<file path="config.mk">
export PLATFORM = sky130hd
export DESIGN_NAME = display_scroll_mux
export DESIGN_NICKNAME = d
export VERILOG_FILES = /design/src/rtl/display_scroll_mux.sv
export SDC_FILE = /design/constraint.sdc
export NUM_CORES = 1
export LEC_CHECK = 0
export BUFFER_PORTS_ARGS = -buffer_cell sky130_fd_sc_hd__buf_4
export CORE_MARGIN = 5
export CORE_UTILIZATION = 55
export CTS_BUF_LIST = sky130_fd_sc_hd__clkbuf_8
export DETAILED_ROUTE_END_ITERATION = 12
export GPL_TIMING_DRIVEN = 0
export PLACE_DENSITY = 0.74
export SETUP_SLACK_MARGIN = 0.3
export SYNTH_ARGS = -nofsm -noshare
export SYNTH_HDL_FRONTEND = slang
export SYNTH_SLANG_ARGS = --single-unit
</file>
<file path="constraint.sdc">
create_clock -name clk -period 7.29 [get_ports clk]
set_input_delay 1.458 -clock clk [delete_from_list [all_inputs] [get_ports clk]]
set_output_delay 1.458 -clock clk [all_outputs]
set_load 0.1 [all_outputs]
</file>
<file path="src/rtl/display_scroll_mux.sv">
// display_scroll_mux
//   Takes 5-bit characters with a parity bit over a valid/ready handshake and
//   buffers them in a FIFO. It scrolls them into an N-digit window and
//   time-multiplexes that window onto one shared 7-segment bus.
//   Handshake: a character is taken on any rising clk edge where
//   in_valid & in_ready are both high. E and P must stay stable until then.
//   in_ready is low while rst is high, and otherwise follows !full.
//   Optional feature: define DISPLAY_SCROLL_ERR_DROP_EN to drop characters
//   that fail the parity check instead of buffering them. They still update
//   valid and err_count.
module display_scroll_mux #(
   parameter int NUM_DIGITS  = 4,
   parameter int DEPTH       = 8,
   parameter int REFRESH_DIV = 1000,
   parameter int SCROLL_DIV  = 50000000,
   parameter int ODD_PARITY  = 0
) (
   input  logic                      clk,
   input  logic                      rst,
   input  logic [4:0]                E,
   input  logic                      P,
   input  logic                      in_valid,
   output logic                      in_ready,
   output logic [6:0]                seg,
   output logic [NUM_DIGITS-1:0]     an,
   output logic                      valid,
   output logic [7:0]                err_count,
   output logic [$clog2(DEPTH):0]    level
);

   localparam int AW = $clog2(DEPTH);
   localparam int SW = $clog2(SCROLL_DIV);
   localparam int RW = $clog2(REFRESH_DIV);
   localparam int DW = $clog2(NUM_DIGITS);
   localparam logic [SW-1:0] SCROLL_MAX  = SW'(SCROLL_DIV - 1);
   localparam logic [RW-1:0] REFRESH_MAX = RW'(REFRESH_DIV - 1);
   localparam logic [DW-1:0] SEL_MAX     = DW'(NUM_DIGITS - 1);
   localparam logic          PAR_TARGET  = (ODD_PARITY != 0);
   localparam logic [NUM_DIGITS-1:0] AN_ONE = NUM_DIGITS'(1);

   // FIFO storage: each entry is {parity_ok, code}
   logic [5:0]      r_mem [DEPTH];
   logic [AW:0]     r_wr_ptr;
   logic [AW:0]     r_rd_ptr;

   // Scroll window: digit 0 is the newest character
   logic [4:0]            r_dig_code [NUM_DIGITS];
   logic [NUM_DIGITS-1:0] r_dig_ok;
   logic [NUM_DIGITS-1:0] r_dig_occ;

   logic [SW-1:0]   r_scnt;
   logic [RW-1:0]   r_rcnt;
   logic [DW-1:0]   r_sel;
   logic            r_valid;
   logic [7:0]      r_err;

   logic            w_full;
   logic            w_empty;
   logic            w_ok;
   logic            w_accept;
   logic            w_wr_en;
   logic            w_tick;
   logic            w_pop;
   logic [5:0]      w_head;
   logic [6:0]      w_seg;

   // Standard 5-bit character map: 0-F hex, then letters and marks
   function automatic logic [6:0] char_map(input logic [4:0] c);
      logic [6:0] s;
      case (c)
         5'd0:  s = 7'h7E;
         5'd1:  s = 7'h30;
         5'd2:  s = 7'h6D;
         5'd3:  s = 7'h79;
         5'd4:  s = 7'h33;
         5'd5:  s = 7'h5B;
         5'd6:  s = 7'h5F;
         5'd7:  s = 7'h70;
         5'd8:  s = 7'h7F;
         5'd9:  s = 7'h7B;
         5'd10: s = 7'h77;   // A
         5'd11: s = 7'h1F;   // b
         5'd12: s = 7'h4E;   // C
         5'd13: s = 7'h3D;   // d
         5'd14: s = 7'h4F;   // E
         5'd15: s = 7'h47;   // F
         5'd16: s = 7'h37;   // H
         5'd17: s = 7'h3C;   // J
         5'd18: s = 7'h0E;   // L
         5'd19: s = 7'h15;   // n
         5'd20: s = 7'h1D;   // o
         5'd21: s = 7'h67;   // P
         5'd22: s = 7'h05;   // r
         5'd23: s = 7'h0F;   // t
         5'd24: s = 7'h3E;   // U
         5'd25: s = 7'h3B;   // y
         5'd26: s = 7'h0D;   // c
         5'd27: s = 7'h17;   // h
         5'd28: s = 7'h1C;   // u
         5'd29: s = 7'h73;   // q
         5'd30: s = 7'h08;   // underscore
         default: s = 7'h40; // overline
      endcase
      return s;
   endfunction

   assign w_full   = (r_wr_ptr[AW] != r_rd_ptr[AW]) &&
                     (r_wr_ptr[AW-1:0] == r_rd_ptr[AW-1:0]);
   assign w_empty  = (r_wr_ptr == r_rd_ptr);
   assign in_ready = ~rst & ~w_full;
   assign w_ok     = ((^{E, P}) == PAR_TARGET);
   assign w_accept = in_valid & in_ready;
`ifdef DISPLAY_SCROLL_ERR_DROP_EN
   assign w_wr_en  = w_accept & w_ok;
`else
   assign w_wr_en  = w_accept;
`endif
   assign w_tick   = (r_scnt == SCROLL_MAX);
   // Pop only uses an entry that was already present before this edge
   assign w_pop    = w_tick & ~w_empty;
   assign w_head   = r_mem[r_rd_ptr[AW-1:0]];
   assign level    = r_wr_ptr - r_rd_ptr;

   // FIFO data write (pointers alone define validity, so no reset needed)
   always_ff @(posedge clk) begin
      if (w_wr_en) begin
         r_mem[r_wr_ptr[AW-1:0]] <= {w_ok, E};
      end
   end

   // FIFO pointers
   always_ff @(posedge clk) begin
      if (rst) begin
         r_wr_ptr <= '0;
         r_rd_ptr <= '0;
      end else begin
         if (w_wr_en) r_wr_ptr <= r_wr_ptr + 1'b1;
         if (w_pop)   r_rd_ptr <= r_rd_ptr + 1'b1;
      end
   end

   // Parity result of the last accepted character and saturating error count
   always_ff @(posedge clk) begin
      if (rst) begin
         r_valid <= 1'b1;
         r_err   <= 8'd0;
      end else if (w_accept) begin
         r_valid <= w_ok;
         if (!w_ok && r_err != 8'hFF) r_err <= r_err + 8'd1;
      end
   end

   // Scroll timer
   always_ff @(posedge clk) begin
      if (rst)         r_scnt <= '0;
      else if (w_tick) r_scnt <= '0;
      else             r_scnt <= r_scnt + 1'b1;
   end

   // Shift the window one place on each tick that has a character to show
   always_ff @(posedge clk) begin
      if (rst) begin
         r_dig_occ <= '0;
         r_dig_ok  <= '0;
         for (int i = 0; i < NUM_DIGITS; i++) r_dig_code[i] <= 5'd0;
      end else if (w_pop) begin
         for (int i = NUM_DIGITS - 1; i > 0; i--) r_dig_code[i] <= r_dig_code[i-1];
         r_dig_code[0] <= w_head[4:0];
         r_dig_ok      <= {r_dig_ok[NUM_DIGITS-2:0], w_head[5]};
         r_dig_occ     <= {r_dig_occ[NUM_DIGITS-2:0], 1'b1};
      end
   end

   // Refresh divider and digit select
   always_ff @(posedge clk) begin
      if (rst) begin
         r_rcnt <= '0;
         r_sel  <= '0;
      end else if (r_rcnt == REFRESH_MAX) begin
         r_rcnt <= '0;
         r_sel  <= (r_sel == SEL_MAX) ? '0 : r_sel + 1'b1;
      end else begin
         r_rcnt <= r_rcnt + 1'b1;
      end
   end

   // Decode the selected digit: blank, mapped glyph, or dash for a parity error
   always_comb begin
      w_seg = 7'b0000000;
      if (r_dig_occ[r_sel]) begin
         w_seg = r_dig_ok[r_sel] ? char_map(r_dig_code[r_sel]) : 7'b0000001;
      end
   end

   assign seg       = w_seg;
   assign an        = AN_ONE << r_sel;
   assign valid     = r_valid;
   assign err_count = r_err;

endmodule

</file>
* Yosys cells after proc, flatten, opt, wreduce, memory -nomap -nowiden
Memory sizes are Yosys's and may differ from the RTL's. A register that Yosys moved wholly into a read port is not among the register bits. Cells that the tools add are included.
Operators by class: add/subtract/negate cells 7, multiply operators 0, divide/modulo/power cells 0, magnitude comparators 1, equal/unequal tests 7, shift operators 1, multiplexer cells 22, bitwise operators 11, reduce and logical (&&, ||, !) cells 6
Operators with widths (number):
- $add 26x1->26 const B | 1
- $eq 26x26->1 const B | 1
- $mux 5 | 4
- $mux 7 | 2
- $add 10x1->10 const B | 1
- $eq 10x10->1 const B | 1
- $mux 1 | 9
- $add 4x1->4 const B | 2
- $add 8x1->8 const B | 1
- $ne 8x8->1 const B | 1
- $mux 2 | 3
- $mux 3 | 2
- $reduce_xor 6->1 | 1
- $bmux 1 s2 | 2
- $eq 4x4->1 | 1
- $not 1->1 | 4
- $or 1x1->1 | 4
- $reduce_or 2->1 | 2
- $shl 1x2->4 const A | 1
- $sub 4x4->4 | 1
- $and 1x1->1 | 3
- $eq 3x3->1 | 1
- $lt 2x3->1 const B | 1
- $add 2x1->2 const B | 1
- 4 further kinds | 5
Storage, ports and cells: register bits 63, bits in latches 0, RAM bits 68, ROM bits 224, bits of input ports 9, output and inout bits 25, word-level logic and storage cells 67, memories 3
Memories:
- (no name shown) | words 32, width 7, read ports 1, clocked after memory_dff 0, write ports 0, line 70 | case (c)
- r_mem | words 8, width 6, read ports 1, clocked after memory_dff 1, write ports 1, line 42 | logic [5:0] r_mem [DEPTH];
- r_dig_code | words 4, width 5, read ports 4, clocked after memory_dff 1, write ports 4, line 47 | logic [4:0] r_dig_code [NUM_DIGITS];

* Longest topological paths before layout
Gate-level depths: netlist (run 1).
depth in word-level cells 7, depth in mapped cells 8, depth with buffers taken out 7

* Worst setup path after synthesis (run 1)
No wires, ideal clock.
kind reg2out, from register with a tool-made name, to output port seg[4], arrival time 3832 ps, data required time 5832 ps, path slack 2000 ps, cell stages (with the launch flop) 8, path buffers 1, cells stage by stage dfxtp_1 -> buf_2 -> mux4_2 -> inv_1 -> ha_1 -> nand2b_1 -> mux2i_1 -> o31ai_1
RTL lines:
- to (decl) | line 24 | output logic [6:0] seg,

==> parameters.txt, run 1 <==
Parameter                              Value

Yosys
  Synthesized cell area    6240 sq um
  Warnings, synthesis    0
  Count of unique library cells instantiated by Yosys    51
  Sequential element share of the synthesized area    54.5%
  Avg Synthesized Cell Area    11.5 sq um
  Adder and majority cell fraction of the synthesized area    4.53%
  Number of synthesized flops with an enable pin    68
  Simple-Gate Fraction of Synth Area    between 10% and 20%
  Synth Area in Compound Gates    5.13%
  Most used flip-flop cell after synthesis    edfxtp_1
  Multiplexer area fraction after synthesis    9.46%
  Post-synthesis instance total    542
  Register bit count reported by yosys    136
  Post-synth ARST share    0%
  Main combinational cell family by area after synthesis    simple AND/OR/NAND/NOR gates
  Post-synth net total    573
  Parity-gate share of the synthesized area counting xor and xnor cells    under 10%

Die
  Core Box Area    roughly 11000 sq um
  IO Pins    34
  Die extent in y    117 microns
  Die width    117 microns
  Die outline area    approximately 14000 sq um
  Row count    39
  Starting utilization of the core area    55.4%

Clocking
  CTS clk-pin slew, worst paths    80 ps
  CTS sink count    136
  TritonCTS clock tree    yes
  Number of buffers inserted for hold repair after clock tree synthesis    0
  Deepest level of the CTS H-tree    4
  Maximum buffer depth of the clock tree    2
  CTS root buffer    clkbuf_8
  Number of gates resized after cts    0
  Setup Fix Bufs, Post-CTS    0
  Total CTS buffers    17
  Clock latency reported for the late side of the worst-skew pair    roughly 430 ps

Worst setup path
  Worst setup path class    flop to primary output
  Setup crit end kind    primary output
  Biggest fanout along the worst timing path    12
  Worst EP required    5830 ps
  Startpoint types    flop
  Critical path data arrival time    3020 ps

Global route
  Met1 track demand over resource    25.0%
  Via count of the first global-routing pass    between 4000 and 5000
  M3 GR Usage    4.97%
  Antenna violations before repair    0
  Busiest metal layer after global routing    met2
  Largest net degree at the start of global routing    21
  Remaining Overflow, GRT    0
  Met2 capacity usage during global routing    roughly 31%
  First-pass GRT wire length    19900 microns
  Global-route total usage across every layer    19.0%

Place
  Routability Congestion    about 0.93
  Count of placed standard cells including taps    between 700 and 800
  Sum of net half-perimeters after detailed placement    between 8000 and 9000 microns
  Total of buffers placed on input and output ports    32
  Cell Area, Placed    6680 sq um

Timing
  RSZ-0062 raised after global routing    no
  Pins over their slew limit    0
  Minimum period implied by the final worst setup slack    4480 ps
  Final count of hold timing violations    0
  Relative slew slack    27.8%
  Setup tns final    0 ps
  Fin Clk Skew    7.01 ps
  Slew of the pin with the lowest slew margin    approximately 1100 ps
  Timing-limited maximum frequency    223 MHz
  Number of failing setup endpoints in the final timing report    0
  Final Cycle Share    61.5%

Final layout
  Diode insertion count for antenna repair    0
  Count of non-filler cells in the finished layout    around 750
  Area overhead of the layout relative to synthesis    14.2%
  Final standard cell area without fillers    7130 sq um
  Fraction of final layout cells with drive strength greater than 1    16.4%
  Number of nets in the layout    around 630

Drt
  Routed via count    4223
  Post-detailed-route via-to-cell ratio    5.62
  DRC violations left    0
  Initial DRT Pass Iterations    5
  Detailed Route Iter0 Violations    306
  Routed WL per cell    roughly 16 microns
  Total routed wirelength    11700 microns
  Detail Route Antenna Nets    0

Min path
  Hold/Removal Path Class    flop to flop

Pwr
  Power density over cell area    229 nW/um^2
  Static leakage    0.00260 uW
  Largest voltage drop on the vdd net    ~270 uV

Flow run
  Count of max-cap constraint violations    0

Status
  Status    completed
==> placed cells by master, fill, tap and decap left out, types with 3 or more instances in the layout <==
cell | synthesis | final
bufinv_16 | 0 | 4
nor3_1 | 12 | 12
buf_4 | 0 | 32
nand4_1 | 10 | 10
o21ai_0 | 10 | 10
mux2i_1 | 14 | 14
clkbuf_8 | 0 | 17
mux4_2 | 19 | 19
nor2b_1 | 3 | 3
or3_1 | 9 | 9
and4_1 | 8 | 8
nand2b_1 | 7 | 7
a21oi_1 | 23 | 23
xnor2_1 | 25 | 25
xor2_1 | 17 | 17
dfxtp_1 | 68 | 68
inv_6 | 0 | 6
ha_1 | 21 | 21
clkinv_4 | 0 | 3
and3_1 | 23 | 23
buf_2 | 7 | 7
nor2_1 | 62 | 62
nor4_1 | 5 | 5
nand2_1 | 48 | 48
nand3_1 | 16 | 16
edfxtp_1 | 68 | 68
clkbuf_1 | 16 | 16
inv_1 | 13 | 13
==> final cells by class <==
type	instances	area, sq um
fill	861	4140
clock buffer	17	234
sequential	136	3400
inverter	14	52.6
buffer	25	103
clock inverter	15	214
tap	143	179
multi-input combinational	367	2690
timing repair buffer	34	260
==> flip-flops by register name, indices dropped and copies added (netlist names), 2 cells and up, named ones only <==
signal / flops
err_count: 8
r_dig_code: 20
r_dig_occ: 4
r_dig_ok: 4
r_mem: 48
r_rcnt: 10
r_rd_ptr: 4
r_scnt: 26
r_sel: 2
r_wr_ptr: 4
==> critical path, cell delays in order, from the launching register on <==
cell,delay [ps]
dfxtp_1,320
buf_2,200
mux4_2,670
inv_1,190
ha_1,170
nor2_1,40
a2111oi_0,370
nor3_1,130
a21oi_1,180
buf_4,310
==> cell families after synthesis <==
logic type               count (synthesis)
AND/OR/NAND/NOR                        215
flip-flops                             136
AO/OA/AOI/OAI                           52
XOR/XNOR                                43
buffers and inverters                   39
multiplexers                            35
adder cells (fa/ha/maj)                 22
==> layer usage <==
metal / wire (microns) / vias to the layer above
met4: 186 / 0
met1: 5400 / 2035
li1: - / 2080
met3: 471 / 16
met2: 5670 / 92
met5: 0 / -
==> power by group <==
group / total, uW / switching, uW / internal [uW]
combinational: 119 / 82.8 / 36.1
clock: 684 / 304 / 381
sequential: 829 / 8.97 / 820
==> stage by stage <==
step	hold slack (ps)	util, %	total power (uW)	setup slack (ps)
floorplan	413	-	930	2000
global placement	424	59.1	959	3120
detailed placement	445	59.3	965	3110
CTS	457	63.3	1650	2770
global route	461	63.3	1700	2630
finish	458	63.3	1630	2810
==> synth_stat cells (8+ instances only) <==
cell | number | share of area, %
a21oi_1 | 23 | 1.8
and3_1 | 23 | 2.3
and4_1 | 8 | 1.1
clkbuf_1 | 16 | 0.96
dfxtp_1 | 68 | 22
edfxtp_1 | 68 | 33
ha_1 | 21 | 4.2
inv_1 | 13 | 0.78
mux2i_1 | 14 | 2.2
mux4_2 | 19 | 6.9
nand2_1 | 48 | 2.9
nand3_1 | 16 | 1.3
nand4_1 | 10 | 1.0
nor2_1 | 62 | 3.7
nor3_1 | 12 | 0.96
o21ai_0 | 10 | 0.80
or3_1 | 9 | 0.90
xnor2_1 | 25 | 3.5
xor2_1 | 17 | 2.4
==> worst paths after layout <==
kind | slack [ps] | startpoint | cells after the start | to
max | 2810 | flop | 9 | seg[1]
min | 460 | r_rcnt[0]$_SDFF_PP0_ | 1 | r_rcnt[0]$_SDFF_PP0_
max reg2reg | 4220 | r_wr_ptr[0]$_SDFFE_PP0P_ | 7 | r_dig_code[3][1]$_SDFFCE_PN0P_
min reg2reg | 460 | r_rcnt[0]$_SDFF_PP0_ | 1 | r_rcnt[0]$_SDFF_PP0_
Note: power is estimated with default switching activity, not from simulation.
==> run 2, diff against run 1 <==
--- a/config.mk
+++ b/config.mk
@@ -11,7 +11,7 @@
 export CTS_BUF_LIST = sky130_fd_sc_hd__clkbuf_8
 export DETAILED_ROUTE_END_ITERATION = 12
 export GPL_TIMING_DRIVEN = 0
-export PLACE_DENSITY = 0.74
+export PLACE_DENSITY = 0.77
 export SETUP_SLACK_MARGIN = 0.3
 export SYNTH_ARGS = -nofsm -noshare
 export SYNTH_HDL_FRONTEND = slang
==> constraint.sdc (replaced) <==
create_clock -name clk -period 3.6 [get_ports clk]
set_input_delay 0.72 -clock clk [delete_from_list [all_inputs] [get_ports clk]]
set_output_delay 0.72 -clock clk [all_outputs]
set_load 0.1 [all_outputs]
==> run 2 against run 1 <==
Against the previous run:
- cell count is 0.93% higher
- via count hardly changed
- critical path depth unchanged
- die area unchanged
- clock-buffer cell count unchanged
- worst setup slack worse by 2500 ps
- global-route usage is 0.31 points higher
- clock skew up 6.9 ps
- total power grew 94%
- clock power is 80% higher
- cell area is 3.2% higher
- sequential share of layout area shrank 1.4 points
==> parameters.txt, run 2 (same netlist as run 1, synthesis figures left out) <==
Parameter                              Value

Clocking
  Total CTS buffers    17 (unchanged)
  Deepest level of the CTS H-tree    4 (unchanged)
  CTS clk-pin slew, worst paths    80 ps (about the same)
  Maximum buffer depth of the clock tree    2 (unchanged)
  TritonCTS clock tree    yes
  CTS root buffer    clkbuf_8
  Clock latency reported for the late side of the worst-skew pair    420 ps (about the same)
  CTS sink count    136 (unchanged)
  Number of buffers inserted for hold repair after clock tree synthesis    0 (unchanged)

Final layout
  Number of flip-flops in the largest register    48 (unchanged)
  Most frequent standard cell in the layout excluding fill and tap cells    edfxtp_1
  Final standard cell area without fillers    7360 sq um (+3.2%)
  Number of inserted filler cells in the final layout    852 (-1.0%)
  Multi-input logic area    2820 sq um (+5.0%)
  Area overhead of the layout relative to synthesis    17.8%
  Sequential standard cell area    3400 sq um (about the same)
  Diode insertion count for antenna repair    0 (unchanged)
  Fraction of final layout cells with drive strength greater than 1    21.0% (+4.5 points)
  Fraction of the core area covered by cells at the end of the flow    65.3% (+2.0 points)
  Commonest cells after routing, fill and taps aside    edfxtp_1, dfxtp_1, nor2_1, nand2_1, buf_4
  Number of nets in the layout    633 (+1.1%)

Worst setup path
  Crit Reg-Reg Endpoint    r_mem[7][4]$_DFFE_PP_
  Worst setup path class    flop to primary output
  Reg-to-Reg Start    r_wr_ptr[0]$_SDFFE_PP0P_
  Biggest fanout along the worst timing path    10 (-2)
  Worst-path cell chain    buf_6 > mux4_2 > buf_6 > buf_4 > ha_1 > nor2_2 > nor3_2 > a21oi_4 > buf_12
  Startpoint types    flop
  Setup crit end kind    primary output
  Worst EP required    2880 ps (-2950 ps)
  Cell at the slowest stage of the critical path    mux4_2
  Slowest cell delay on critical path    520 ps (-150 ps)
  Critical path data arrival time    2610 ps (-410 ps)
  Worst reg2reg path depth    6 (-1)
  Cell mode on critical path    buf_6
  Reg-to-reg slack, setup    570 ps (-3650 ps)

Timing
  Relative slew slack    15.8% (-12 points)
  Fin Clk Skew    13.9 ps (+6.89 ps)
  Final Cycle Share    92.5%
  RSZ-0062 raised after global routing    yes
  Timing-limited maximum frequency    300 MHz
  Final count of hold timing violations    0 (unchanged)
  Slew of the pin with the lowest slew margin    1250 ps (+178 ps)
  Pins over their slew limit    0 (unchanged)
  Number of failing setup endpoints in the final timing report    0 (unchanged)
  Minimum period implied by the final worst setup slack    3330 ps
  Final WS setup    269 ps (-2540 ps)
  Setup tns final    0 ps (unchanged)

Min path
  Worst Min Path Start    r_dig_ok[3]$_SDFFE_PP0P_
  Hold EP    r_dig_ok[3]$_SDFFE_PP0P_
  Number of cells on the worst hold path    2 (+1)
  Hold/Removal Path Class    flop to flop

Drt
  DRC violations left    0 (unchanged)
  Routed via count    4225 (+0.047%)
  Routed WL per cell    16.3 microns (+4.7%)
  Total routed wirelength    12400 microns (+5.7%)
  Post-detailed-route via-to-cell ratio    5.57 (-0.88%)
  Detailed Route Iter0 Violations    344 (+12%)
  Initial DRT Pass Iterations    5 (unchanged)
  Detail Route Antenna Nets    0 (unchanged)

Global route
  Largest net degree at the start of global routing    21 (unchanged)
  M3 GR Usage    4.51% (-0.47 points)
  Met1 track demand over resource    24.6% (-0.37 points)
  Met2 capacity usage during global routing    33.0% (+2.3 points)
  First-pass GRT wire length    20300 microns (+2.0%)
  Via count of the first global-routing pass    4259 (+2.7%)
  Antenna violations before repair    0 (unchanged)
  Remaining Overflow, GRT    0 (unchanged)
  Global-route total usage across every layer    19.3% (+0.31 points)
  Busiest metal layer after global routing    met2

Flow run
  Count of max-cap constraint violations    0 (unchanged)

Place
  Routability Congestion    0.904 (-2.8%)
  Pre-CTS worst setup slack    308 ps (-2800 ps)
  Total of buffers placed on input and output ports    32 (unchanged)
  Cell Area, Placed    6720 sq um (+0.52%)
  Sum of net half-perimeters after detailed placement    8290 microns (-0.42%)

Die
  IO Pins    34 (unchanged)
  Die extent in y    117 microns (unchanged)
  Die outline area    13600 sq um (unchanged)
  Die width    117 microns (unchanged)
  Core Box Area    11300 sq um (unchanged)
  Starting utilization of the core area    55.4% (unchanged)
  Row count    39 (unchanged)

Pwr
  Largest voltage drop on the vdd net    375 uV (+37%)
  Static leakage    0.00267 uW (+2.7%)
  Power density over cell area    431 nW/um^2 (+88%)

Status
  Status    completed
-- run 2: where the power goes --
part           leakage [uW]  switching (uW)  internal [uW]
sequential          0.00117            19.3           1660
combinational       0.00130             177           86.4
clock              0.000197             607            618
-- run 2: area by class of cell --
class                           instances  area share, %
Tap cell                              143           2.43
Sequential cell                       136           46.3
Clock buffer                           17           3.18
Timing Repair Buffer                   41           5.26
Clock inverter                         15           2.08
Multi-Input combinational cell        367           38.3
Inverter                               14          0.748
Buffer                                 25           1.70
-- run 2: metrics by stage --
| step | hold WS [ps] | std cells | power [uW] |
|---|---|---|---|
| 6_report | 458 | 758 | 3170 |
| 5_1_grt | 482 | 758 | 3300 |
| 4_1_cts | 459 | 755 | 3190 |
| 3_5_place_dp | 432 | 717 | 1950 |
| 3_3_place_gp | 422 | 717 | 1950 |
| 2_1_floorplan | 413 | 542 | 1890 |
-- run 2: how the worst max path moves through the flow --
stage | from | to | slack (ps) | cells after the start
2_1_floorplan | flop | seg[4] | -90 | 7
3_3_place_gp | flop | seg[1] | 320 | 9
3_5_place_dp | flop | seg[1] | 310 | 9
4_1_cts | flop | seg[1] | 280 | 9
5_1_grt | flop | seg[1] | 160 | 9
6_report | flop | seg[1] | 270 | 9
-- run 2: metal layers --
metal	routed length [microns]	part of all wire, %	up-vias
met4	129	1.0	0
met3	508	4.1	13
met2	6370	51	79
met5	0	0	-
li1	-	-	2092
met1	5380	43	2041
-- run 2: what timing repair did --
| action | in CTS | in global routing |
|---|---|---|
| resized for setup | 37 | 11 |
| setup endpoints to repair | 7 | 27 |
| pin swaps | 6 | 3 |
| setup buffers | 6 | 2 |
-- run 2: critical path, delay by kind of cell, from the launching register on --
kind                       cells  cell delay, ps
AOI/OAI and AO/OA              1             100
and+or+nand+nor                2             290
buffers and inverters          4             640
muxes                          1             520
adders and majority gates      1             290
DFF                            1             330
==> run 3, diff against run 2 <==
--- a/config.mk
+++ b/config.mk
@@ -8,7 +8,6 @@
 export BUFFER_PORTS_ARGS = -buffer_cell sky130_fd_sc_hd__buf_4
 export CORE_MARGIN = 5
 export CORE_UTILIZATION = 55
-export CTS_BUF_LIST = sky130_fd_sc_hd__clkbuf_8
 export DETAILED_ROUTE_END_ITERATION = 12
 export GPL_TIMING_DRIVEN = 0
 export PLACE_DENSITY = 0.77
==> run 3 against run 2 <==
Against the previous run:
- sequential share of layout area is 1.4 points lower
- worst hold slack better by 8.1 ps
- first-iteration DRC count is 1.2% lower
==> parameters.txt, run 3 (same netlist as run 1, synthesis figures left out) <==
Parameter                              Value

Drt
  Routed WL per cell    17.2 microns (+5.4%)
  Detailed Route Iter0 Violations    340 (-1.2%)
  Total routed wirelength    13100 microns (+5.7%)
  Initial DRT Pass Iterations    4 (-1)
  Routed via count    4320 (+2.2%)
  Detail Route Antenna Nets    0 (unchanged)
  DRC violations left    0 (unchanged)
  Post-detailed-route via-to-cell ratio    5.68 (+2.0%)

Timing
  Pins over their slew limit    0 (unchanged)
  Timing-limited maximum frequency    303 MHz (+1.1%)
  Minimum period implied by the final worst setup slack    3300 ps (-34.7 ps)
  Fin Clk Skew    14.0 ps (+0.129 ps)
  Number of failing setup endpoints in the final timing report    0 (unchanged)
  Final Cycle Share    91.6% (-0.96 points)
  Setup tns final    0 ps (unchanged)
  RSZ-0062 raised after global routing    yes
  Final WS setup    303 ps (+34.7 ps)
  Slew of the pin with the lowest slew margin    1280 ps (+24.5 ps)
  Final count of hold timing violations    0 (unchanged)
  Relative slew slack    14.1% (-1.6 points)

Final layout
  Number of nets in the layout    635 (+0.32%)
  Final standard cell area without fillers    7590 sq um (+3.2%)
  Commonest cells after routing, fill and taps aside    edfxtp_1, dfxtp_1, nor2_1, nand2_1, buf_4
  Area overhead of the layout relative to synthesis    21.6%
  Number of inserted filler cells in the final layout    813 (-4.6%)
  Number of flip-flops in the largest register    48 (unchanged)
  Fraction of final layout cells with drive strength greater than 1    22.2% (+1.2 points)
  Most frequent standard cell in the layout excluding fill and tap cells    edfxtp_1
  Count of non-filler cells in the finished layout    760 (+0.26%)
  Diode insertion count for antenna repair    0 (unchanged)

Min path
  Hold EP    r_rcnt[0]$_SDFF_PP0_
  Number of cells on the worst hold path    1 (-1)
  Hold/Removal Path Class    flop to flop
  Worst Min Path Start    r_rcnt[0]$_SDFF_PP0_

Die
  IO Pins    34 (unchanged)
  Die extent in y    117 microns (unchanged)
  Core Box Area    11300 sq um (unchanged)
  Die outline area    13600 sq um (unchanged)
  Row count    39 (unchanged)
  Starting utilization of the core area    55.4% (unchanged)
  Die width    117 microns (unchanged)

Clocking
  Deepest level of the CTS H-tree    4 (unchanged)
  Clock latency reported for the late side of the worst-skew pair    420 ps (about the same)
  CTS sink count    136 (unchanged)
  Total CTS buffers    17 (unchanged)
  Maximum buffer depth of the clock tree    2 (unchanged)
  TritonCTS clock tree    yes
  CTS root buffer    clkbuf_16
  Number of buffers inserted for hold repair after clock tree synthesis    0 (unchanged)
  CTS clk-pin slew, worst paths    60 ps (-20 ps)

Worst setup path
  Cell family with the largest share of critical-path delay    multiplexers
  Worst setup path class    flop to primary output
  Startpoint types    flop
  Cell at the slowest stage of the critical path    mux4_2
  Crit Reg-Reg Endpoint    r_wr_ptr[3]$_SDFFE_PP0P_
  Worst Path Buf+Inv    3 (-1)
  Reg-to-reg slack, setup    560 ps (about the same)
  Worst-path cell chain    buf_6 > mux4_2 > buf_6 > mux2_2 > a221oi_2 > a31oi_2 > nor2_4 > buf_12
  Cell mode on critical path    buf_6
  Setup crit end kind    primary output
  Biggest fanout along the worst timing path    6 (-4)
  Slowest cell delay on critical path    610 ps (+90 ps)
  Reg-to-Reg Start    r_wr_ptr[0]$_SDFFE_PP0P_
  Worst reg2reg path depth    8 (+2)
  Critical path data arrival time    2580 ps (-30 ps)
  Worst EP required    2880 ps (about the same)

Place
  Sum of net half-perimeters after detailed placement    8290 microns (unchanged)
  Pre-CTS worst setup slack    308 ps (unchanged)
  Total of buffers placed on input and output ports    32 (unchanged)
  Cell Area, Placed    6720 sq um (unchanged)
  Count of placed standard cells including taps    717 (unchanged)
  Routability Congestion    0.904 (unchanged)

Global route
  Global-route total usage across every layer    20.1% (+0.82 points)
  Remaining Overflow, GRT    0 (unchanged)
  Largest net degree at the start of global routing    21 (unchanged)
  First-pass GRT wire length    21000 microns (+3.2%)
  Via count of the first global-routing pass    4268 (+0.21%)
  Antenna violations before repair    0 (unchanged)

Pwr
  Total chip power    3660 uW (+16%)
  Static leakage    0.00277 uW (+3.6%)
  Power density over cell area    482 nW/um^2 (+12%)
  Largest voltage drop on the vdd net    358 uV (-4.5%)

Flow run
  Count of max-cap constraint violations    0 (unchanged)

Status
  Status    completed
## run 3: cell types whose count changed in the layout (fill, tap and decap cells not counted), sizes merged
cell,before,now
buf,49,52
clkbuf,34,35
inv,19,17
## run 3: repair_timing
action,4_1_cts,5_1_grt
pin swaps,4,10
setup endpoints to repair,7,27
setup buffers,6,4
gates resized for setup,34,22
## run 3: metal layers
metal	up-vias	global-route usage, %	routed length, microns
li1	2100	-	-
met2	80	34.6	6920
met4	0	6.19	173
met3	17	4.72	458
met1	2123	25.3	5550
met5	-	0	0
## run 3: final cells by class
| type | instances | area (sq um) | share of cell area (%) |
|---|---|---|---|
| Timing Repair Buffer | 43 | 394 | 5.19 |
| Clock buffer | 19 | 433 | 5.70 |
| Buffer | 25 | 129 | 1.70 |
| Tap cell | 143 | 179 | 2.36 |
| Inverter | 14 | 57.6 | 0.758 |
| Sequential cell | 136 | 3400 | 44.9 |
| Multi-Input combinational cell | 367 | 2850 | 37.5 |
| Clock inverter | 13 | 145 | 1.91 |
## run 3: worst max path at each step
stage,end,depth (start not counted),startpoint,slack (ps)
2_1_floorplan,seg[4],7,flop,-90
3_3_place_gp,seg[1],9,flop,320
3_5_place_dp,seg[1],9,flop,310
4_1_cts,seg[1],9,flop,280
5_1_grt,seg[5],8,flop,210
6_report,seg[5],8,flop,300
## run 3: where the power goes
part | leakage (uW) | internal [uW] | switching [uW]
combinational | 0.00132 | 90.5 | 183
sequential | 0.00117 | 1660 | 20.2
clock | 0.000276 | 1030 | 676
total | 0.00277 | 2780 | 880
## run 3: stage by stage
stage	utilization (%)	hold slack, ps
after floorplan	-	413
after global placement	59.6	422
after detailed placement	59.6	432
after CTS	66.3	462
after global routing	67.3	487
final	67.3	466
## run 3: worst reg2reg max path, delay by kind of cell, from the launching register on
kind / cells / cell delay (ps)
and+or+nand+nor: 3 / 1320
buffers and inverters: 2 / 390
adders and majority gates: 1 / 340
DFF: 1 / 330
AOI/OAI and AO/OA: 1 / 330
xor gates and xnor gates: 1 / 200
